===== src/rtl/gc_response_rx_pkg.sv =====
// Shared definitions for the GameCube single-wire link: reply lengths,
// receiver FSM states and well-known reply byte codes.
package gc_pkg;

  localparam int GC_ID_BITS     = 24;
  localparam int GC_BUTTON_BITS = 64;

  // First byte of the ID/status reply.
  localparam logic [7:0] GC_REPLY_WIRED       = 8'h09;
  localparam logic [7:0] GC_REPLY_WB_UNPAIRED = 8'hA8;

  typedef enum logic [1:0] {
    RX_IDLE,
    RX_LOW,
    RX_HIGH,
    RX_DRAIN
  } rx_state_t;

endpackage


===== src/rtl/gc_response_rx_if.sv =====
// Decoded-reply bus from the GameCube receiver to the init/poll state machine.
// master: the receiver driving the bus; slave: the consumer.
interface gc_response_rx_if;
  import gc_pkg::*;

  logic [GC_ID_BITS-1:0]     wavebird_id;
  logic                      wavebird_id_ready;
  logic [GC_BUTTON_BITS-1:0] button_data;
  logic                      button_data_ready;
  logic                      rx_error;

  modport master (
    output wavebird_id, wavebird_id_ready, button_data, button_data_ready, rx_error
  );

  modport slave (
    input wavebird_id, wavebird_id_ready, button_data, button_data_ready, rx_error
  );

endinterface


===== src/rtl/gc_line_sync.sv =====
// Line conditioning for the open-drain data wire: 2-flop synchronizer,
// optional 3-sample majority filter (GC_RX_GLITCH_FILTER_EN) and
// single-cycle rise/fall pulses on the conditioned level.
module gc_line_sync (
  input  logic clk,
  input  logic rst_n,
  input  logic line,
  output logic level,
  output logic rise,
  output logic fall
);

  logic meta;
  logic sync2;
  logic prev;

  // Two-flop synchronizer; resets to the idle (pulled-up) line level.
  always_ff @(posedge clk or negedge rst_n) begin
    if (!rst_n) begin
      meta  <= 1'b1;
      sync2 <= 1'b1;
    end else begin
      meta  <= line;
      sync2 <= meta;
    end
  end

`ifdef GC_RX_GLITCH_FILTER_EN
  logic [2:0] hist;

  // History of the last three synchronized samples for the majority vote.
  always_ff @(posedge clk or negedge rst_n) begin
    if (!rst_n) hist <= 3'b111;
    else        hist <= {hist[1:0], sync2};
  end

  assign level = (hist[0] & hist[1]) | (hist[0] & hist[2]) | (hist[1] & hist[2]);
`else
  assign level = sync2;
`endif

  // Previous conditioned level for edge detection.
  always_ff @(posedge clk or negedge rst_n) begin
    if (!rst_n) prev <= 1'b1;
    else        prev <= level;
  end

  assign rise = level & ~prev;
  assign fall = ~level & prev;

endmodule


===== src/rtl/gc_response_rx.sv =====
// GameCube link receiver: measures controller low pulses while our transmitter
// is idle, assembles frames and delivers 24-bit ID or 64-bit button replies.
// Optional macro: GC_RX_GLITCH_FILTER_EN (majority filter in gc_line_sync).
module gc_response_rx
  import gc_pkg::*;
#(
  parameter int CLKS_PER_US    = 100,
  parameter int ZERO_THRESH_US = 2,
  parameter int LOW_MAX_US     = 5,
  parameter int IDLE_US        = 6
) (
  input  logic              clk,
  input  logic              rst_n,
  input  logic              controller_data,
  input  logic              send,
  gc_response_rx_if.master  rx
);

  localparam logic [9:0] ZERO_CLKS    = 10'(ZERO_THRESH_US * CLKS_PER_US);
  localparam logic [9:0] LOW_MAX_CLKS = 10'(LOW_MAX_US * CLKS_PER_US);
  localparam logic [9:0] IDLE_CLKS    = 10'(IDLE_US * CLKS_PER_US);
  localparam logic [6:0] ID_FRAME     = 7'(GC_ID_BITS + 1);
  localparam logic [6:0] BTN_FRAME    = 7'(GC_BUTTON_BITS + 1);

  logic sync_d, rise, fall;
  logic send_q;

  rx_state_t state, next_state;

  logic [9:0]                dur_cnt;
  logic [6:0]                bit_cnt;
  logic [GC_BUTTON_BITS:0]   shreg;

  logic [GC_ID_BITS-1:0]     id_q;
  logic [GC_BUTTON_BITS-1:0] btn_q;
  logic                      id_rdy_q, btn_rdy_q, err_q;

  logic frame_start, bit_done, id_done, btn_done, err_now;

  gc_line_sync u_line_sync (
    .clk   (clk),
    .rst_n (rst_n),
    .line  (controller_data),
    .level (sync_d),
    .rise  (rise),
    .fall  (fall)
  );

  // Saturating duration counter, cleared on every edge of the line.
  always_ff @(posedge clk or negedge rst_n) begin
    if (!rst_n)                dur_cnt <= '0;
    else if (rise || fall)     dur_cnt <= '0;
    else if (dur_cnt != '1)    dur_cnt <= dur_cnt + 10'd1;
  end

  // FSM state register plus delayed send for re-arm qualification.
  always_ff @(posedge clk or negedge rst_n) begin
    if (!rst_n) begin
      state  <= RX_IDLE;
      send_q <= 1'b0;
    end else begin
      state  <= next_state;
      send_q <= send;
    end
  end

  // Next-state logic and frame-end decisions.
  always_comb begin
    next_state  = state;
    frame_start = 1'b0;
    bit_done    = 1'b0;
    id_done     = 1'b0;
    btn_done    = 1'b0;
    err_now     = 1'b0;
    if (send) begin
      next_state = RX_IDLE;
    end else begin
      case (state)
        RX_IDLE: begin
          // A fall coinciding with send deasserting is our own line release.
          if (fall && !send_q) begin
            next_state  = RX_LOW;
            frame_start = 1'b1;
          end
        end
        RX_LOW: begin
          if (dur_cnt > LOW_MAX_CLKS) begin
            err_now    = 1'b1;
            next_state = RX_DRAIN;
          end else if (rise) begin
            bit_done   = 1'b1;
            next_state = RX_HIGH;
          end
        end
        RX_HIGH: begin
          if (fall) begin
            next_state = RX_LOW;
          end else if (dur_cnt >= IDLE_CLKS) begin
            next_state = RX_IDLE;
            // Last received bit is the stop bit and must be 1.
            if (shreg[0] && bit_cnt == ID_FRAME)       id_done  = 1'b1;
            else if (shreg[0] && bit_cnt == BTN_FRAME) btn_done = 1'b1;
            else                                       err_now  = 1'b1;
          end
        end
        RX_DRAIN: begin
          if (sync_d && dur_cnt >= IDLE_CLKS) next_state = RX_IDLE;
        end
        default: next_state = RX_IDLE;
      endcase
    end
  end

  // Bit assembly: decode each low pulse by width into the shift register LSB.
  always_ff @(posedge clk or negedge rst_n) begin
    if (!rst_n) begin
      bit_cnt <= '0;
      shreg   <= '0;
    end else if (frame_start) begin
      bit_cnt <= '0;
      shreg   <= '0;
    end else if (bit_done) begin
      shreg <= {shreg[GC_BUTTON_BITS-1:0], (dur_cnt < ZERO_CLKS)};
      if (bit_cnt != 7'h7F) bit_cnt <= bit_cnt + 7'd1;
    end
  end

  // Registered reply outputs and one-cycle ready/error pulses.
  always_ff @(posedge clk or negedge rst_n) begin
    if (!rst_n) begin
      id_q      <= '0;
      btn_q     <= '0;
      id_rdy_q  <= 1'b0;
      btn_rdy_q <= 1'b0;
      err_q     <= 1'b0;
    end else begin
      id_rdy_q  <= id_done;
      btn_rdy_q <= btn_done;
      err_q     <= err_now;
      if (id_done)  id_q  <= shreg[GC_ID_BITS:1];
      if (btn_done) btn_q <= shreg[GC_BUTTON_BITS:1];
    end
  end

  assign rx.wavebird_id       = id_q;
  assign rx.wavebird_id_ready = id_rdy_q;
  assign rx.button_data       = btn_q;
  assign rx.button_data_ready = btn_rdy_q;
  assign rx.rx_error          = err_q;

endmodule


===== src/flat_wrapper.sv =====
// flat-port wrapper written by rule: the top's interface ports become plain ports
module gc_response_rx_flat import gc_pkg::*;
#(
  parameter int CLKS_PER_US    = 100,
  parameter int ZERO_THRESH_US = 2,
  parameter int LOW_MAX_US     = 5,
  parameter int IDLE_US        = 6
)
  (clk, rst_n, controller_data, send, rx_wavebird_id, rx_wavebird_id_ready, rx_button_data, rx_button_data_ready, rx_rx_error);
  gc_response_rx_if rx_i ();
  input  logic clk;
  input  logic rst_n;
  input  logic controller_data;
  input  logic send;
  output wire logic [$bits(rx_i.wavebird_id)-1:0] rx_wavebird_id;
  output wire logic [$bits(rx_i.wavebird_id_ready)-1:0] rx_wavebird_id_ready;
  output wire logic [$bits(rx_i.button_data)-1:0] rx_button_data;
  output wire logic [$bits(rx_i.button_data_ready)-1:0] rx_button_data_ready;
  output wire logic [$bits(rx_i.rx_error)-1:0] rx_rx_error;
  assign rx_wavebird_id = rx_i.wavebird_id;
  assign rx_wavebird_id_ready = rx_i.wavebird_id_ready;
  assign rx_button_data = rx_i.button_data;
  assign rx_button_data_ready = rx_i.button_data_ready;
  assign rx_rx_error = rx_i.rx_error;
  gc_response_rx #(.CLKS_PER_US(CLKS_PER_US), .ZERO_THRESH_US(ZERO_THRESH_US), .LOW_MAX_US(LOW_MAX_US), .IDLE_US(IDLE_US)) u_core (.clk(clk), .rst_n(rst_n), .controller_data(controller_data), .send(send), .rx(rx_i));
endmodule

===== config.mk =====
export PLATFORM = sky130hd
export DESIGN_NAME = gc_response_rx_flat
export DESIGN_NICKNAME = d
export VERILOG_FILES = /design/src/rtl/gc_response_rx_pkg.sv /design/src/rtl/gc_response_rx_if.sv /design/src/rtl/gc_line_sync.sv /design/src/rtl/gc_response_rx.sv /design/src/flat_wrapper.sv
export SDC_FILE = /design/constraint.sdc
export NUM_CORES = 1
export LEC_CHECK = 0
export CELL_PAD_IN_SITES_DETAIL_PLACEMENT = 1
export CELL_PAD_IN_SITES_GLOBAL_PLACEMENT = 1
export CORE_ASPECT_RATIO = 1.75
export CORE_MARGIN = 3
export CORE_UTILIZATION = 50
export DETAILED_ROUTE_END_ITERATION = 12
export DONT_BUFFER_PORTS = 1
export GPL_ROUTABILITY_DRIVEN = 0
export GPL_TIMING_DRIVEN = 0
export PLACE_DENSITY_LB_ADDON = 0.1
export SLEW_MARGIN = 20
export SYNTH_ARGS = -nofsm -noshare
export SYNTH_HDL_FRONTEND = slang
export SYNTH_SLANG_ARGS = --single-unit

===== constraint.sdc =====
create_clock -name clk -period 2.6 [get_ports clk]
set_input_delay 0.78 -clock clk [delete_from_list [all_inputs] [get_ports clk]]
set_output_delay 0.78 -clock clk [all_outputs]
set_load 0.01 [all_outputs]

==> results.ini, run 1 <==
[worst_setup_path]
critical_path.startpoint=u_core.u_line_sync.level$_DFF_PN1_
critPathArrivalTime_ns=2.76
cp_max_fo=10
crit-reg2reg-launch=u_core.u_line_sync.level$_DFF_PN1_
worst_setup_path_end_kind=register
classification_of_the_worst_setup_path=reg2reg
critical_path_required_ns=2.90
setup.worst_path.start_class=register

[yosys]
synth_edf_count=0
syn_area_per_cell_sq_um=11.82
yosys_register_bits=179
synth_warnings=0
synthArstFlopShare_pct=100.0
synth_fp_nets=635
synth_cell_type_count=45
synthCells=621
ys_dominant_reg_cell=dfrtp_1
synth_seq_area_share_pct=61.07
post_synth_instance_area_sq_um=7341

[drt]
routed_wirelength_um=15660
remaining_drc_errors=0
detailedRoute.firstIterationViolations=147
drt-wirelength-per-cell_um=18.75
firstDrtPassIters=4
vias_per_cell=5.575
ant_nets=0
detailroute.via_count=4655

[power_and_ir_drop]
clockPowerShare_pct=44.8
power.share.combinational_pct=3.8
ir_worst_vdd_mv=0.3778
power.switching_fraction_pct=24.95
cellLeakagePower_nw=3.881
total_power_per_unit_cell_area_nw_per_um2=683.9
seqPwrFrac_pct=51.5
switching_power_mw=1.395
cellInternalPower_mw=4.194

[global_routing]
maximum_number_of_pins_on_one_net_before_global_route_repair=180
grt_antenna_before_repair=0
first_global_vias=5317
grt_pass1_wl_um=26990
grt_overflow_total=0
globalRouteTotalUtil_pct=20.38

[job]
max_cap_viol_count=0

[timing]
min_period_ns=2.463
final_min_period_over_clock_period_pct=94.73
setup_slack_ns=0.1370
setup_violations=0
clock_skew_ns=0.01254
worst_slew_pin_slew_ns=0.5780
max_clock_freq_mhz=406.0
unrepaired_setup_endpoints_after_global_routing=no
report.final.hold_viol_count=0
worst_slew_margin_rel_pct=61.11
timing.final.max_slew_violations=0

[die]
die_area_sq_um=16230
die_height_um=166.3
design.core.area_sq_um=14370
boundaryPins=95
initial_core_util_pct=51.09
fp-row-count=58
dieWidth_um=97.60

[clock_tree]
clock_tree_from_tritoncts=done
clock_sink_count=179
cts_buffers=17
ctsRootBufferMaster=clkbuf_16
register_clock_pin_slew_on_the_reported_worst_setup_and_hold_paths_ns=0.08
h_tree_depth=4
clk-insertion-delay-late_ns=0.42
ctsLongestPathBuffers=2

[cells_and_area]
fin_nets=656
antenna_cells_inserted=0
layout-area-overhead-vs-synth_pct=11.33
finish.utilization_pct=56.88
final_layout_size_suffix_gt1_share_pct=15.27

[placed_design]
dp_hpwl_um=10550
placement.setup.worst_slack_ns=-0.02348
place.port_buffers=0

[outcome]
status=finished, final reports clean

[min_path]
hold_class=in2async

[power groups by stage]
stage / combinational, mW / sequential, mW / clock, mW
after floorplan: 0.155 / 2.92 / 0
after global placement: 0.193 / 2.93 / 0
after detailed placement: 0.209 / 2.93 / 0
after CTS: 0.212 / 2.88 / 2.56
after global routing: 0.239 / 2.88 / 2.70
final: 0.210 / 2.88 / 2.50
[stage by stage]
step           total power [mW]  instance area, sq um  cells  hold WS, ns  setup TNS, ns
3_3_place_gp              3.121                  7566    801       0.3482              0
4_1_cts                   5.653                  8170    835      0.02529              0
6_report                  5.589                  8173    835      0.04109              0
5_1_grt                   5.822                  8173    835      0.01114              0
3_5_place_dp              3.140                  7566    801       0.3493        -0.2130
2_1_floorplan             3.072                  7341    621       0.3452              0
[cells by family after synthesis]
kind of cell / count (synthesis) / share of synthesized area [%]
and+or+nand+nor: 196 / 12.17
DFF: 179 / 61.07
AOI/OAI and AO/OA: 94 / 7.091
muxes: 89 / 13.64
buffers and inverters: 45 / 3.375
adders and majority gates: 10 / 1.704
xor gates and xnor gates: 8 / 0.9545
[what timing repair did]
item,4_1_cts,5_1_grt
setup endpoints to repair,19,52
pin swaps,1,0
gates resized for setup,0,1
hold buffers,0,0
gates cloned,0,0
buffers inserted,2,0
[per-layer routing]
layer	up-vias	GRT usage [%]	routed length, um
li1	2145	-	-
met1	2400	23.04	6211
met2	93	37.74	8605
met3	17	4.876	653
met4	0	5.907	187
met5	-	0	0
[placed cells by master (no fill, tap or decap), types with 2 or more instances in the layout]
cell,Yosys,routed
a21oi_1,70,70
a31oi_1,5,5
and2_1,3,3
and3_1,3,3
buf_2,11,11
buf_4,0,2
buf_8,5,5
clkbuf_1,17,17
clkbuf_16,0,17
clkinv_4,0,3
clkinv_8,0,4
dfrtp_1,176,176
dfstp_2,3,3
ha_1,10,10
inv_1,9,9
inv_6,0,3
inv_8,0,3
mux2_1,49,49
mux2_2,39,39
nand2_1,137,137
nand2b_1,5,5
nand3_1,8,8
nand3b_1,2,2
nand4_1,3,3
nor2_1,14,14
nor2b_1,3,2
nor3_1,3,3
nor3b_1,5,5
nor4_1,3,3
o21ai_0,9,9
o31ai_1,2,2
xnor2_1,8,8
[critical path, cell delays in order (launching register included)]
cell and delay [ns]:
dfstp_2 0.55, inv_1 0.06, ha_1 0.22, nor2b_2 0.20, nand4_2 0.21, nor4b_4 0.34, buf_6 0.24, buf_8 0.17
mux2_1 0.34
[synth_stat cells, types with 2 or more instances]
cell type	instances	area share [%]
a21oi_1	70	4.8
a31oi_1	5	0.43
and2_1	3	0.26
and3_1	3	0.26
buf_2	11	0.75
buf_8	5	1.0
clkbuf_1	17	0.87
dfrtp_1	176	60
dfstp_2	3	1.1
ha_1	10	1.7
inv_1	9	0.46
mux2_1	49	7.5
mux2_2	39	6.0
nand2_1	137	7.0
nand2b_1	5	0.43
nand3_1	8	0.55
nand3b_1	2	0.20
nand4_1	3	0.26
nor2_1	14	0.72
nor2b_1	3	0.26
nor3_1	3	0.20
nor3b_1	5	0.51
nor4_1	3	0.26
o21ai_0	9	0.61
o31ai_1	2	0.20
xnor2_1	8	0.95
[registers in the layout (all words and copies together), names as in the netlist]
signal and count:
u_core.rx.button_data 64, u_core.send_q 1, u_core.u_line_sync.meta 1, u_core.rx.wavebird_id 24, u_core.dur_cnt 10, u_core.state 2, u_core.bit_cnt 7, u_core.shreg 65
u_core.rx.rx_error 1, u_core.u_line_sync.level 1, u_core.rx.wavebird_id_ready 1, u_core.u_line_sync.prev 1, u_core.rx.button_data_ready 1
[worst paths after layout]
check,depth (start not counted),endpoint,slack (ns)
max,8,u_core.rx.button_data[28]$_DFFE_PN0P_,0.14
min,0,u_core.rx.button_data[55]$_DFFE_PN0P_,0.04
max reg2reg,8,u_core.rx.button_data[28]$_DFFE_PN0P_,0.14
min reg2reg,0,u_core.u_line_sync.level$_DFF_PN1_,0.36
max in group asynchronous,0,u_core.dur_cnt[6]$_DFFE_PN0P_,2.23
min in group clk,0,u_core.u_line_sync.meta$_DFF_PN1_,0.34
[cell type report]
| type | count | area, sq um |
|---|---|---|
| Buffer | 36 | 214.0 |
| Clock buffer | 17 | 425.4 |
| Clock inverter | 15 | 163.9 |
| Fill cell | 1489 | 6196 |
| Inverter | 9 | 33.78 |
| Multi-Input combinational cell | 397 | 2613 |
| Sequential cell | 179 | 4483 |
| Tap cell | 180 | 225.2 |
| Timing Repair Buffer | 2 | 15.01 |
(Power assumes the default switching activity.)
==> run 2: changes to the inputs <==
--- a/config.mk
+++ b/config.mk
@@ -5,11 +5,11 @@
 export SDC_FILE = /design/constraint.sdc
 export NUM_CORES = 1
 export LEC_CHECK = 0
-export CELL_PAD_IN_SITES_DETAIL_PLACEMENT = 1
-export CELL_PAD_IN_SITES_GLOBAL_PLACEMENT = 1
+export CELL_PAD_IN_SITES_DETAIL_PLACEMENT = 0
+export CELL_PAD_IN_SITES_GLOBAL_PLACEMENT = 2
 export CORE_ASPECT_RATIO = 1.75
 export CORE_MARGIN = 3
-export CORE_UTILIZATION = 50
+export CORE_UTILIZATION = 42
 export DETAILED_ROUTE_END_ITERATION = 12
 export DONT_BUFFER_PORTS = 1
 export GPL_ROUTABILITY_DRIVEN = 0
==> run 2 against run 1 <==
  * Via count shrank 1.3%
  * Register-to-register slack gained 0.07 ns
  * Clock skew shrank 0.0037 ns
  * Critical path type unchanged
  * Total power grew 3.2%
  * Critical path depth is the same
  * Die area grew 18%
  * Worst setup slack gained 0.067 ns
  * Non-clock buffer count grew 2
  * Flip-flop and latch count is the same
  * Largest power group unchanged
==> results.ini, run 2 (same netlist as run 1, synthesis figures left out) <==
[outcome]
status=finished, final reports clean

[timing]
min_period_ns=2.396
max_clock_freq_mhz=417.3
setup_violations=0
clock_skew_ns=0.008850
report.final.hold_viol_count=0
unrepaired_setup_endpoints_after_global_routing=no
final_min_period_over_clock_period_pct=92.17
timing.final.max_slew_violations=0
worst_slew_pin_slew_ns=0.5743
setup_slack_ns=0.2035
worst_slew_margin_rel_pct=60.72

[die]
initial_core_util_pct=43.11
dieWidth_um=105.9
boundaryPins=95
die_height_um=180.9
design.core.area_sq_um=17030
die_area_sq_um=19160
fp-row-count=63

[cells_and_area]
largest_reg_flops=65
fin_nets=658
multiInputGateArea_sq_um=2613
finish.utilization_pct=48.59
most_used_cells_in_the_layout_excluding_fill_and_tap_cells=dfrtp_1, nand2_1, a21oi_1, mux2_1, mux2_2
number_of_inserted_filler_cells_in_the_final_layout=1588
fin_cells=884
sequential_cell_area_sq_um=4483
mostFrequentLayoutCell=dfrtp_1
layout-area-overhead-vs-synth_pct=12.70
final_layout_size_suffix_gt1_share_pct=15.37
registers.top_by_ff_count=u_core.shreg
antenna_cells_inserted=0

[global_routing]
globalRouteTotalUtil_pct=16.47
grt_antenna_before_repair=0
grt.met3_usage_pct=4.541
maximum_number_of_pins_on_one_net_before_global_route_repair=180
busiest_metal_layer_after_global_routing=met2
grt_use_met2_pct=29.01
grt_overflow_total=0
first_global_vias=4699
grt_pass1_wl_um=24970
grt_util_met1_pct=19.22

[power_and_ir_drop]
total_power_per_unit_cell_area_nw_per_um2=697.3
ir_worst_vdd_mv=0.4127
cellLeakagePower_nw=3.902

[placed_design]
dp_hpwl_um=10220
place.port_buffers=0
placement.setup.worst_slack_ns=-0.06393
placed_cells_incl_taps=848

[drt]
vias_per_cell=5.196
routed_wirelength_um=15100
firstDrtPassIters=4
drt-wirelength-per-cell_um=17.08
ant_nets=0
remaining_drc_errors=0
detailedRoute.firstIterationViolations=214
detailroute.via_count=4593

[worst_setup_path]
worst_setup_path_end_kind=register
crit-reg2reg-launch=u_core.u_line_sync.level$_DFF_PN1_
critPathArrivalTime_ns=2.70
setup.reg_to_reg.worst_slack_ns=0.20
critical_path.startpoint=u_core.u_line_sync.level$_DFF_PN1_
cp_max_fo=10
classification_of_the_worst_setup_path=reg2reg
setup.worst_path.start_class=register
critical_path_required_ns=2.90

[clock_tree]
clock_tree_from_tritoncts=done
clk-insertion-delay-late_ns=0.42
ctsRootBufferMaster=clkbuf_16
register_clock_pin_slew_on_the_reported_worst_setup_and_hold_paths_ns=0.07
cts_buffers=17
hold_fix_buffers_at_cts=0
h_tree_depth=4
clock_sink_count=179
ctsLongestPathBuffers=2

[min_path]
hold_class=in2async

[job]
max_cap_viol_count=0

## run 2: cell count changes in the layout (fill, tap and decap cells not counted), sizes merged
cell	previous run	this run
buf	20	22
bufinv	0	3
clkbuf	35	36
clkinv	8	2
clkinvlp	1	2
inv	15	16
## run 2: final cells by class
type / instances / area share [%]
plain buffers: 36 / 2.586
clock buffers: 18 / 5.188
clock inverters: 14 / 2.253
inverters: 9 / 0.4083
multi-input cells: 397 / 31.58
flip-flops and latches: 179 / 54.19
well taps: 227 / 3.433
repair buffers: 4 / 0.3630
## run 2: where the power goes
| group | internal, mW | switching (mW) | total [mW] |
|---|---|---|---|
| Clock | 1.54 | 1.15 | 2.69 |
| Sequential | 2.83 | 0.0477 | 2.88 |
| Combinational | 0.0785 | 0.125 | 0.203 |
## run 2: final timing paths
check                                                        endpoint  cells past startpoint
worst min-delay path            u_core.rx.button_data[52]$_DFFE_PN0P_                      0
worst max register to register  u_core.rx.button_data[60]$_DFFE_PN0P_                      8
worst max-delay path            u_core.rx.button_data[60]$_DFFE_PN0P_                      8
min in group clk                    u_core.u_line_sync.meta$_DFF_PN1_                      0
worst min register to register     u_core.u_line_sync.level$_DFF_PN1_                      0
max in group asynchronous                u_core.shreg[29]$_DFFE_PN0P_                      0
## run 2: worst max-delay path: stages, from the launching register on
cell,delay [ns]
dfstp_2,0.54
inv_1,0.06
ha_1,0.21
nor2b_2,0.20
nand4_2,0.20
nor4b_4,0.33
buf_6,0.23
buf_8,0.17
mux2_1,0.33
## run 2: metal layers
metal  up-vias  share of wire [%]
met5         -                  0
met4         0                1.6
met3        14                5.0
met2        89                 53
met1      2331                 41
li1       2159                  -
## run 2: stage by stage
step           TNS, ns  cell area (sq um)  hold slack, ns  total power, mW
2_1_floorplan        0               7341          0.3452            3.072
3_5_place_dp   -0.5691               7625          0.3516            3.135
4_1_cts              0               8258         0.02520            5.856
3_3_place_gp   -0.5470               7625          0.3490            3.127
6_report             0               8273         0.04782            5.769
5_1_grt              0               8273         0.02272            5.997
## run 2: what timing repair did
action                     in CTS  in global routing
cloned                          0                  0
gates resized for setup         1                  0
pin swaps                       1                  0
setup endpoints to repair      19                  1
buffers inserted                2                  2
